## src/rtl/uart_pkg.sv

```systemverilog
// Shared UART definitions: frame width, idle line level and the frame type
// used by the transmitter datapath.
package uart_pkg;

    localparam int unsigned UART_FRAME_W = 9;
    localparam logic        LINE_IDLE    = 1'b1;

    typedef logic [UART_FRAME_W-1:0] uart_frame_t;

endpackage : uart_pkg

```

## src/rtl/piso_shift_reg.sv

```systemverilog
// Parallel-in / serial-out shift register: the bit serialiser behind the UART
// transmitter. Loads a word, then shifts it out one bit per clock.
module piso_shift_reg
    import uart_pkg::*;
#(
    parameter int unsigned     WIDTH     = UART_FRAME_W,
    parameter int unsigned     LSB_FIRST = 1,
    parameter logic [WIDTH-1:0] RESET_VAL = {WIDTH{LINE_IDLE}}
) (
    input  logic             clk,
    input  logic             rst,
    input  logic [WIDTH-1:0] par_in,
    input  logic             ser_in,
    input  logic             load,
    output logic             ser_out,
    output logic [WIDTH-1:0] par_out
);

    localparam int OUT_IDX = (LSB_FIRST != 0) ? 0 : int'(WIDTH) - 1;

    if (WIDTH < 2) begin : g_width_check
        $error("piso_shift_reg: WIDTH must be at least 2");
    end

    logic [WIDTH-1:0] shreg;
    logic [WIDTH-1:0] shifted;

    // The vacated end is back-filled from ser_in so an idle-high ser_in
    // returns the line to idle once the loaded word has drained.
    if (LSB_FIRST != 0) begin : g_lsb_first
        assign shifted = {ser_in, shreg[WIDTH-1:1]};
    end else begin : g_msb_first
        assign shifted = {shreg[WIDTH-2:0], ser_in};
    end

    always_ff @(posedge clk) begin
        if (rst) begin
            shreg <= RESET_VAL;
        end else if (load) begin
            shreg <= par_in;
        end else begin
            shreg <= shifted;
        end
    end

    assign ser_out = shreg[OUT_IDX];
    assign par_out = shreg;

    a_ser_out_is_end_bit: assert property (@(posedge clk) ser_out == par_out[OUT_IDX]);

    a_load_captures: assert property (@(posedge clk) (load && !rst) |=> (par_out == $past(par_in)));

endmodule : piso_shift_reg

```

## config.mk

```make
export PLATFORM = sky130hd
export DESIGN_NAME = piso_shift_reg
export DESIGN_NICKNAME = d
export VERILOG_FILES = /design/src/rtl/uart_pkg.sv /design/src/rtl/piso_shift_reg.sv
export SDC_FILE = /design/constraint.sdc
export NUM_CORES = 1
export LEC_CHECK = 0
export CAP_MARGIN = 20
export CORE_AREA = 2 2 39 41
export DETAILED_ROUTE_END_ITERATION = 8
export DIE_AREA = 0 0 41 43
export PLACE_DENSITY_LB_ADDON = 0.1
export SYNTH_ARGS = -nofsm -noshare
export SYNTH_HDL_FRONTEND = slang
export SYNTH_SLANG_ARGS = --single-unit
export TNS_END_PERCENT = 50
```

## constraint.sdc

```tcl
create_clock -name clk -period 0.8 [get_ports clk]
set_input_delay 0.08 -clock clk [delete_from_list [all_inputs] [get_ports clk]]
set_output_delay 0.08 -clock clk [all_outputs]
set_load 0.02 [all_outputs]
```

==> flow_metrics.tcl, run 1 <==
set metrics [dict create \
    synth_area_um2 348 \
    htreeDepth 1 \
    synthXorXnorAreaFrac 0 \
    synth_top_family_by_area "compound AO/OA/AOI/OAI gates" \
    layout-drive-gt1-share 0.603 \
    finalWirelength_um 887 \
    ys_warn_count 0 \
    regToRegEndpoint "par_out[6]" \
    fmax_ghz 1.22 \
    period_minus_slack_ns 0.820 \
    synth_edf_count 0 \
    clkTransAtPathRegs_ns 0.06 \
    slew_headroom 0.890 \
    rsz0062_at_grt "true" \
    rows 14 \
    leakage_nw 0.283 \
    final_nets 72 \
    final_antenna_net_count 0 \
    p_total_mw 1.13 \
    synth_nets 43 \
    crit_buf_inv 0 \
    die-height_um 43 \
    finalHoldViolCount 0 \
    worstMarginPinSlew_ns 0.165 \
    n_antenna_cell 0 \
    placed_area_um2 599 \
    async_flop_share 0 \
    core_area_mm2 0.00138 \
    critPathRequiredTime_ns 0.95 \
    vias 326 \
    setup_viol 8 \
    post_cts_buffers 0 \
    gp_congestion 0.566 \
    cts_made_buffers 3 \
    failed_checks "negative setup slack" \
    max-vdd-ir-drop_v 0.000680 \
    hp-class "input port to flop" \
    insertion_delay_ns 0.26 \
    crit_path_start_kind "flop" \
    holdPathStages 3 \
    grt_max_degree 10 \
    largest_register_ffs 9 \
    synth_area_leaders "dfxtp_1 (52%), a211o_2 (23%), nor2b_1 (16%), buf_6 (3.2%), a211o_1 (2.5%)" \
    powerDensity_mw_per_mm2 1700 \
    critPathMaxFanout 2 \
    route.detailed.drc 0 \
    syn_avg_cell_area_um2 11.6 \
    routedWlPerCell_um 12.0 \
    ff2ff_path_depth 2 \
    cts_tree "built" \
    dieArea_mm2 0.00176 \
    cts-root-buf "clkbuf_4" \
    min_to "par_out[2]" \
    overflow 0 \
    netlist_instances 30 \
    cts.sinks 9 \
    grt_usage 0.120 \
    synth_adder_area_share 0 \
    period_share 1.03 \
    dp_slack_ns -0.381 \
    synth_commonest_cells "dfxtp_1 (9), nor2b_1 (9), a211o_2 (8)" \
    outcome "finished, violations left" \
    grt_pass1_vias 333 \
    ioPinCount 23 \
    cp.arrival_ns 0.97 \
    cts_max_path_buffers 2 \
    netlist.area_leader.share 0.518 \
    synth_top_cell_by_area "dfxtp_1" \
    fin_ws_ns -0.0204 \
    antenna_found_initial 0 \
    die_w_um 41 \
    cp_cell_sequence "nor2b_1 -> a211o_2" \
    cp_top_family "flip-flops" \
    initial_core_util 0.251 \
    r2r-start "par_out[7]" \
    cpPeakStageDelay_ns 0.34 \
    synth_mux_area_frac 0 \
    synth-compound-area-share 0.255 \
    synth_ff_type "dfxtp_1" \
    worst_path_max_delay_cell "dfxtp_4" \
    min_from "rst" \
    r2r_setup_slack_ns -0.02 \
    ys_seq_area_frac 0.518 \
    finClkSkew_ns 0.000212 \
    io_buffers 22 \
    ys_ff_latch 9 \
    synth_cell_type_count 7 \
    drv_slew 0 \
    synth_simple_gate_area_frac 0.162 \
    dp_hpwl_um 619 \
    final_cell_area_um2 663 \
    grt_pass1_wl_um 1320 \
    routed_via_density 4.41 \
    drv_cap 0 \
    dr.first_iter.drc_count 0 \
    area_delta_synth_final_pct 90.6 \
    path_class "flop to flop" \
    dr.pass1.iters 1 \
    worst_setup_path_end_kind "flop" \
    fillers 141 \
]
==> worst max-delay path by stage <==
stage                       endpoint  cells past startpoint        from
after floorplan           par_out[6]                      2  par_out[7]
after global placement    par_out[6]                      4        load
after detailed placement  par_out[8]                      4        load
after CTS                 par_out[6]                      2  par_out[7]
after global routing      par_out[7]                      2  par_out[8]
final                     par_out[6]                      2  par_out[7]
==> worst reg2reg max path: cells and delay by family (launching register included) <==
family,cells,cell delay (ns)
AO/OA/AOI/OAI,1,0.25
flip-flops,1,0.34
AND/OR/NAND/NOR,1,0.12
==> layout make-up <==
| cell class | instances | area [um^2] | area share |
|---|---|---|---|
| repair buffers | 27 | 278 | 0.419 |
| clock buffers | 4 | 26.3 | 0.0396 |
| well taps | 16 | 20.0 | 0.0302 |
| flip-flops and latches | 9 | 194 | 0.292 |
| multi-input cells | 18 | 145 | 0.219 |
==> through the flow <==
step	std cells	hold WS, ns	setup TNS, ns	util
floorplan	30	0.202	-0.214	-
global placement	68	0.539	-4.73	0.433
detailed placement	68	0.547	-4.99	0.433
global route	74	0.224	-0.330	0.479
finish	74	0.190	-0.0653	0.479
CTS	73	0.386	-0.107	0.467
==> cell usage in the layout, fill, tap and decap left out <==
master           instances
a211o_1                  1
dlymetal6s2s_1           1
nor2b_1                  9
a211o_2                  8
dfxtp_2                  8
dfxtp_4                  1
clkbuf_4                 3
buf_6                   13
clkdlybuf4s50_1         10
buf_2                    2
dlygate4sd2_1            1
clkbuf_1                 1
==> cell families (layout without fill, tap and decap cells) <==
family,count (synthesis),after routing
flip-flops,9,9
AND/OR/NAND/NOR,9,9
AO/OA/AOI/OAI,9,9
buffers and inverters,3,31
==> where the power goes <==
part | leakage, nW | internal [mW] | total (mW) | switching (mW)
Clock | 0.0150 | 0.192 | 0.352 | 0.160
Sequential | 0.0732 | 0.485 | 0.505 | 0.0202
Combinational | 0.195 | 0.169 | 0.272 | 0.103
Total | 0.283 | 0.847 | 1.13 | 0.282
==> timing repair <==
action | in CTS | in global routing
cloned | 1 | 1
gates resized for setup | 63 | 4
pin swaps | 0 | 0
endpoints found under the setup margin | 19 | 16
hold buffers | 0 | 0
==> layer usage <==
layer	GRT usage	routed length (um)	vias up
met2	0.184	475	13
met4	0.100	0	0
met5	0	0	-
met3	0.0314	64	0
li1	-	-	161
met1	0.127	347	152
Note: power is estimated with default switching activity, not from simulation.
==> inputs of run 2 (changes only) <==
- CELL_PAD_IN_SITES_DETAIL_PLACEMENT: not set -> 1
- CELL_PAD_IN_SITES_GLOBAL_PLACEMENT: not set -> 2
- CORE_AREA: 2 2 39 41 -> not set
- CORE_MARGIN: not set -> 1
- CORE_UTILIZATION: not set -> 16
- DIE_AREA: 0 0 41 43 -> not set
- SLEW_MARGIN: not set -> 20
==> run 2 against run 1 <==
The flow still finishes with violations (negative setup slack). Global-route usage decreased by 2.3 points. Worst hold slack improved by 0.023 ns. Design area increased by 6.0%. Maximum frequency decreased by 0.25%. Clock skew increased by 0.0017 ns. Power increased by 0.46%. Die area increased by 34%. First-iteration DRC count unchanged. Sequential share of layout area decreased by 1.7 points. Register-to-register slack about the same. Combinational power increased by 7.7%. Clock power decreased by 5%. Highest routed layer unchanged.
==> flow_metrics.tcl, run 2 (synthesis results as in run 1) <==
set metrics [dict create \
    outcome "finished, violations left" \
    failed_checks "negative setup slack" \
    clkPwrFrac 0.295 \
    io_buffers 22 \
    grt_usage 0.0973 \
    final_nets 72 \
    vias 332 \
    fin_ws_ns -0.0225 \
    cts_max_path_buffers 2 \
    finClkSkew_ns 0.00190 \
    dr.first_iter.drc_count 0 \
    cp.arrival_ns 0.96 \
    final_antenna_net_count 0 \
    final_cell_mix "buf_6 (12), clkdlybuf4s50_1 (10), a211o_2 (8), dfxtp_2 (8), nor2b_1 (5)" \
    grt_pass1_vias 356 \
    powerDensity_mw_per_mm2 1610 \
    leakage_nw 0.312 \
    htreeDepth 1 \
    cts.sinks 9 \
    grt_max_degree 10 \
    fmax_ghz 1.22 \
    cts_tree "built" \
    slew_headroom 0.891 \
    n_antenna_cell 0 \
    max-vdd-ir-drop_v 0.000970 \
    rsz0062_at_grt "true" \
    finalWirelength_um 993 \
    rows 16 \
    post_cts_buffers 0 \
    period_share 1.03 \
    fillers 236 \
    p_int_uw 858 \
    insertion_delay_ns 0.25 \
    tns_ns -0.0481 \
    initial_core_util 0.174 \
    hold_buffers 0 \
    core_area_mm2 0.00200 \
    path_class "flop to flop" \
    gp_congestion 0.627 \
    layout-drive-gt1-share 0.672 \
    overflow 0 \
    cts_made_buffers 3 \
    ioPinCount 23 \
    drv_cap 0 \
    cts-root-buf "clkbuf_4" \
    area_delta_synth_final_pct 102 \
    period_minus_slack_ns 0.823 \
    die-height_um 48.6 \
    setup_viol 6 \
    dp_hpwl_um 698 \
    routedWlPerCell_um 11.7 \
    worstMarginPinSlew_ns 0.164 \
    hp-class "input port to flop" \
    cpPeakStageDelay_ns 0.31 \
    fin_util 0.351 \
    worst_path_max_delay_cell "dfxtp_2" \
    die_w_um 48.6 \
    critPathRequiredTime_ns 0.93 \
    dieArea_mm2 0.00236 \
    largest_register_ffs 9 \
    power_frac_seq 0.447 \
    worst_setup_path_end_kind "flop" \
    grt_pass1_wl_um 1650 \
    route.detailed.drc 0 \
    layout_commonest_cell "buf_6" \
    clkTransAtPathRegs_ns 0.06 \
    routed_via_density 3.91 \
    drv_slew 0 \
    switching_share 0.243 \
    crit_path_start_kind "flop" \
    finalHoldViolCount 0 \
    critPathMaxFanout 2 \
    cp_cell_sequence "nor2b_1 -> a211o_2" \
    dr.pass1.iters 1 \
    p_comb_frac 0.258 \
    antenna_found_initial 0 \
    dp_slack_ns -0.380 \
    switching_power_uw 276 \
]
==> run 2: cell counts in the layout (fill, tap and decap cells not counted) <==
Identical to the previous run, type by type.
==> run 2: worst max-delay path: cells and delay by family, from the launching register on <==
| family | cells | cell delay, ns |
|---|---|---|
| AND/OR/NAND/NOR | 1 | 0.13 |
| flip-flops | 1 | 0.31 |
| AO/OA/AOI/OAI | 1 | 0.27 |
==> run 2: stage by stage <==
step / power, mW / instance area (um^2) / cells / hold slack [ns]
after floorplan: 0.622 / 359 / 30 / 0.202
after global placement: 0.760 / 613 / 79 / 0.539
after detailed placement: 0.769 / 613 / 79 / 0.549
after CTS: 1.14 / 667 / 84 / 0.396
after global routing: 1.21 / 703 / 85 / 0.243
final: 1.13 / 703 / 85 / 0.213
==> run 2: final timing paths <==
check             startpoint    endpoint  slack, ns  cells after the start
setup / recovery  par_out[1]  par_out[0]      -0.02                      2
hold / removal           rst  par_out[2]       0.21                      3
setup reg to reg  par_out[1]  par_out[0]      -0.02                      2
hold reg to reg   par_out[8]  par_out[7]       0.57                      2
==> run 2: area by class of cell <==
type                    count  area [um^2]  share of cell area
repair buffers             27          274               0.390
flip-flops and latches      9          194               0.276
multi-input cells          18          175               0.249
well taps                  27         33.8              0.0480
clock buffers               4         26.3              0.0374
==> run 2: metal layers <==
layer  vias to the layer above  share of wire  track usage
met3                         0          0.068       0.0566
met4                         0              0       0.0294
met2                        12           0.57        0.178
li1                        162              -            -
met1                       158           0.36       0.0895
met5                         -              0            0
==> run 2: timing repair <==
| item | CTS | global route |
|---|---|---|
| setup endpoints to repair | 19 | 18 |
| cloned | 1 | 1 |
| gates resized for setup | 64 | 8 |
| pin swaps | 0 | 0 |
==> run 2: power by group through the flow <==
stage	sequential (mW)	clock [mW]	combinational (mW)
2_1_floorplan	0.547	0	0.0751
3_3_place_gp	0.506	0	0.254
3_5_place_dp	0.508	0	0.261
4_1_cts	0.505	0.360	0.276
5_1_grt	0.511	0.383	0.311
6_report	0.507	0.335	0.293
